--- src/rtl/mem_port_arbiter_pkg.sv ---
// mem_port_arbiter_pkg: shared encodings for the memory port arbiter
package mem_port_arbiter_pkg;
    typedef enum logic [1:0] {
        ARB_IDLE = 2'd0,
        ARB_BUSY = 2'd1,
        ARB_RESP = 2'd2
    } arb_state_t;
    typedef enum logic {
        OWN_I = 1'b0,
        OWN_D = 1'b1
    } arb_owner_t;
    localparam logic RW_WRITE = 1'b1;
    localparam logic RW_READ  = 1'b0;
endpackage

--- src/rtl/mem_arb_select.sv ---
// mem_arb_select: D-priority grant decision with an I-port starvation guard
module mem_arb_select #(
    parameter int MAX_D_STREAK = 4
) (
    input  logic Clk,
    input  logic Rst,
    input  logic i_en,
    input  logic d_en,
    input  logic grant,
    output logic grant_i,
    output logic grant_d
);
    logic [3:0] streak;
    logic       i_turn;
    assign i_turn  = i_en & (streak == 4'(MAX_D_STREAK));
    assign grant_d = d_en & ~i_turn;
    assign grant_i = i_en & ~grant_d;
    // count D grants that made a waiting I port wait; a D grant with i_en=1 implies streak < max, so it saturates
    always_ff @(posedge Clk) begin
        if (!Rst)
            streak <= '0;
        else if (grant)
            streak <= (grant_d && i_en) ? streak + 4'd1 : '0;
    end
endmodule

--- src/rtl/mem_port_arbiter.sv ---
// mem_port_arbiter: shares one RAM between the I-fetch and D ports with miss-style stalls
module mem_port_arbiter #(
    parameter int ADDR_W       = 32,
    parameter int DATA_W       = 32,
    parameter int MAX_D_STREAK = 4
) (
    input  logic              Clk,
    input  logic              Rst,
    input  logic              i_en,
    input  logic [ADDR_W-1:0] i_addr,
    output logic [DATA_W-1:0] i_data,
    output logic              i_miss,
    input  logic              d_en,
    input  logic              d_rw,
    input  logic [ADDR_W-1:0] d_addr,
    input  logic [DATA_W-1:0] d_wdata,
    output logic [DATA_W-1:0] d_rdata,
    output logic              d_miss,
    output logic              m_en,
    output logic              m_rw,
    output logic [ADDR_W-1:0] m_addr,
    output logic [DATA_W-1:0] m_wdata,
    input  logic [DATA_W-1:0] m_rdata,
    input  logic              m_ack
);
    import mem_port_arbiter_pkg::*;
    arb_state_t state;
    arb_owner_t owner;
    logic       grant_i, grant_d, arb_go;
    assign arb_go = (state == ARB_IDLE) & (i_en | d_en);
    assign i_miss = i_en & ~(state == ARB_RESP && owner == OWN_I);
    assign d_miss = d_en & ~(state == ARB_RESP && owner == OWN_D);
    mem_arb_select #(.MAX_D_STREAK(MAX_D_STREAK)) u_sel (
        .Clk     (Clk),
        .Rst     (Rst),
        .i_en    (i_en),
        .d_en    (d_en),
        .grant   (arb_go),
        .grant_i (grant_i),
        .grant_d (grant_d)
    );
    // grant, hold the memory request until ack, capture read data, then one bubble
    always_ff @(posedge Clk) begin
        if (!Rst) begin
            state   <= ARB_IDLE;
            owner   <= OWN_D;
            m_en    <= 1'b0;
            m_rw    <= RW_READ;
            m_addr  <= '0;
            m_wdata <= '0;
            i_data  <= '0;
            d_rdata <= '0;
        end else begin
            case (state)
                ARB_IDLE: if (arb_go) begin
                    owner   <= grant_d ? OWN_D : OWN_I;
                    m_en    <= 1'b1;
                    m_rw    <= grant_d ? d_rw : RW_READ;
                    m_addr  <= grant_d ? d_addr : i_addr;
                    m_wdata <= grant_d ? d_wdata : '0;
                    state   <= ARB_BUSY;
                end
                ARB_BUSY: if (m_ack) begin
                    if (owner == OWN_I && i_en)
                        i_data <= m_rdata;
                    if (owner == OWN_D && d_en && m_rw == RW_READ)
                        d_rdata <= m_rdata;
                    m_en  <= 1'b0;
                    state <= ARB_RESP;
                end
                default: state <= ARB_IDLE;
            endcase
        end
    end
endmodule
--- config.mk ---
export PLATFORM = sky130hd
export DESIGN_NAME = mem_port_arbiter
export DESIGN_NICKNAME = d
export VERILOG_FILES = /design/src/rtl/mem_port_arbiter_pkg.sv /design/src/rtl/mem_arb_select.sv /design/src/rtl/mem_port_arbiter.sv
export SDC_FILE = /design/constraint.sdc
export NUM_CORES = 1
export LEC_CHECK = 0
export ABC_AREA = 1
export ABC_CLOCK_PERIOD_IN_PS = 2100
export CAP_MARGIN = 25
export CORE_MARGIN = 5
export CORE_UTILIZATION = 42
export CTS_CLUSTER_DIAMETER = 150
export CTS_CLUSTER_SIZE = 12
export DETAILED_ROUTE_END_ITERATION = 16
export GPL_TIMING_DRIVEN = 0
export MAX_ROUTING_LAYER = met4
export PLACE_DENSITY_LB_ADDON = 0.08
export SLEW_MARGIN = 40
export SYNTH_ARGS = -nofsm -noshare
export SYNTH_HDL_FRONTEND = slang
export SYNTH_HIERARCHICAL = 1
export SYNTH_SLANG_ARGS = --single-unit
--- constraint.sdc ---
create_clock -name Clk -period 2.1 [get_ports Clk]
set_input_delay 0.42 -clock Clk [delete_from_list [all_inputs] [get_ports Clk]]
set_output_delay 0.42 -clock Clk [all_outputs]
set_load 0.01 [all_outputs]
==> results.cfg <==
[sta]
setup-violations-final = 0
hold_viol_final = 0
slew_headroom = 0.651
fmax_mhz = 501
fin_crit_ps = 2000
tightest_slew_ps = 524
period_share = 0.950
rsz0062_at_grt = false
setup_tns_ps = 0
whs_ps = 462
final_max_slew_viol_count = 0
fin_skew_ps = 5.61

[routing]
dr.pass1.iters = 6
drt_iter0_drc = 371
vias_per_cell = 4.60
routed_wl_um = 17700
wl_per_cell_um = 13.6
drc = 0
vias = 6013
ant_nets = 0

[die]
initial_core_util = 0.424
die-area_um2 = 16400
core-area_um2 = 13800
fp.dieH_um = 128
io_pins = 266
fp.dieW_um = 128
rows = 43

[yosys]
synth_warnings = 6
syn_nets = 967
syn_inst = 831
synth_area_um2 = 5840
syn_area_per_cell_um2 = 7.02

[global_route]
grt_max_degree = 17
grt_overflow = 0
grt_usage = 0.218
antenna_found_initial = 0
grt_pass1_vias = 5554
grt_first_pass_wirelength_um = 27500

[min_path]
whs_path_depth = 2
min-delay-start = m_en
whs_endpoint = m_en
hold_path.class = flop to flop

[power_and_ir_drop]
power.density_nw_per_um2 = 729
peakVddDrop_v = 0.000527
netSwitchingFraction = 0.259
p_seq_frac = 0.421
leakage_nw = 3.90
p_comb_frac = 0.191
p_sw_mw = 1.75
p_int_mw = 4.99
p_clk_frac = 0.387

[cts]
post_cts_buffers = 0
cts_tree = done
clock_sinks = 137
root_buffer = clkbuf_16
htreeDepth = 4
cts_resized = 4
clkLatencyLatePin_ps = 400
cts_made_buffers = 17
cts.clk_slew.worst_paths_ps = 60
cts_buffer_depth = 2
cts-hold-fix-buffers = 0

[placed_design]
io_buffers = 265
dp_hpwl_um = 13800
gp_congestion = 0.793
dp_cells = 1276

[cells_and_area]
multi_input_area_um2 = 2450
fin_nets = 1251
fillers = 1273
drive_gt1_frac = 0.0718
syn_to_final_growth_pct = 58.4
final_cells = 1308
layout.area.seq_um2 = 2740
fin_util = 0.671
antenna_cells = 0

[worst_setup_path]
reg2reg_to = m_wdata[26]
worstPathRequired_ps = 1680
criticalPathCategory = flop to output port
endpoint_kind = output port
r2r_start = u_sel/streak[0]
cp-start-kind = flop
rr_worst_depth = 9
worstPathMaxFanout = 5
rrSetupSlack_ps = 220
crit_arrival_ps = 1580

[flow_run]
max_cap_violations = 0

[status]
status = finished clean
cells in the final DEF (no fill, tap or decap), types with 2 or more instances in the layout:
master             n
nor2_2             2
nor2_1           198
clkbuf_1          13
inv_2              2
nor2_4             2
buf_4              6
clkbuf_4           2
clkdlybuf4s50_1  263
ha_1               2
xor2_1             2
o21ai_1           10
buf_6             12
dlygate4sd2_1      2
nand2_1          175
nand3_1           37
clkbuf_2           5
o21ai_0           56
inv_1             76
clkbuf_8           2
buf_1              7
clkbuf_16         17
dfxtp_1          136
clkinvlp_4         3
buf_2             16
nand4_1           33
a21oi_1           35
clkinv_2           5
sequential cells by signal, summed over array words and instances (netlist names):
register,cells
m_en,1
d_rdata,32
state,2
m_wdata,32
i_data,32
m_rw,1
owner,1
u_sel/streak,4
m_addr,32
power by group through the flow:
stage | Clock, mW | Combinational, mW | Sequential [mW]
6_report | 2.61 | 1.29 | 2.84
5_1_grt | 2.79 | 1.43 | 2.86
4_1_cts | 2.67 | 1.30 | 2.84
3_5_place_dp | 0 | 1.30 | 2.89
3_3_place_gp | 0 | 1.29 | 2.89
2_1_floorplan | 0 | 0.526 | 2.96
final cells by class:
class / count / share of cell area
Clock inverter: 8 / 0.00514
Timing Repair Buffer: 265 / 0.287
Clock buffer: 24 / 0.0510
Inverter: 79 / 0.0321
Sequential cell: 137 / 0.297
Buffer: 56 / 0.0386
Tap cell: 180 / 0.0244
Multi-Input combinational cell: 559 / 0.265
per-stage QoR:
stage	power, mW	area (um^2)	setup WS, ps
global route	7.07	9240	5.90
finish	6.74	9240	104
detailed placement	4.19	8710	-289
CTS	6.81	9230	11.8
floorplan	3.48	5840	547
global placement	4.18	8710	-257
how the worst max path moves through the flow:
stage | from | to | slack, ps | cells after the start
floorplan | u_sel/streak[0] | m_addr[27] | 550 | 9
global placement | d_en | m_addr[27] | -260 | 7
detailed placement | d_en | m_addr[29] | -290 | 7
CTS | u_sel/streak[0] | m_addr[29] | 10 | 9
global route | state[1] | d_miss | 6 | 5
finish | state[0] | d_miss | 100 | 4
critical path: stages, from the launching register on:
cell and delay, ps:
dfxtp_1 380, or2_2 340, o21ai_1 120, inv_1 50, dlygate4sd2_1 280
routing by layer:
metal,vias up,track usage,share of wire
met3,15,0.0788,0.087
met5,-,-,0
met2,185,0.366,0.49
met4,0,0.0618,0.012
li1,3170,-,-
met1,2643,0.245,0.41
No activity file was read; power rests on OpenSTA's default activity.
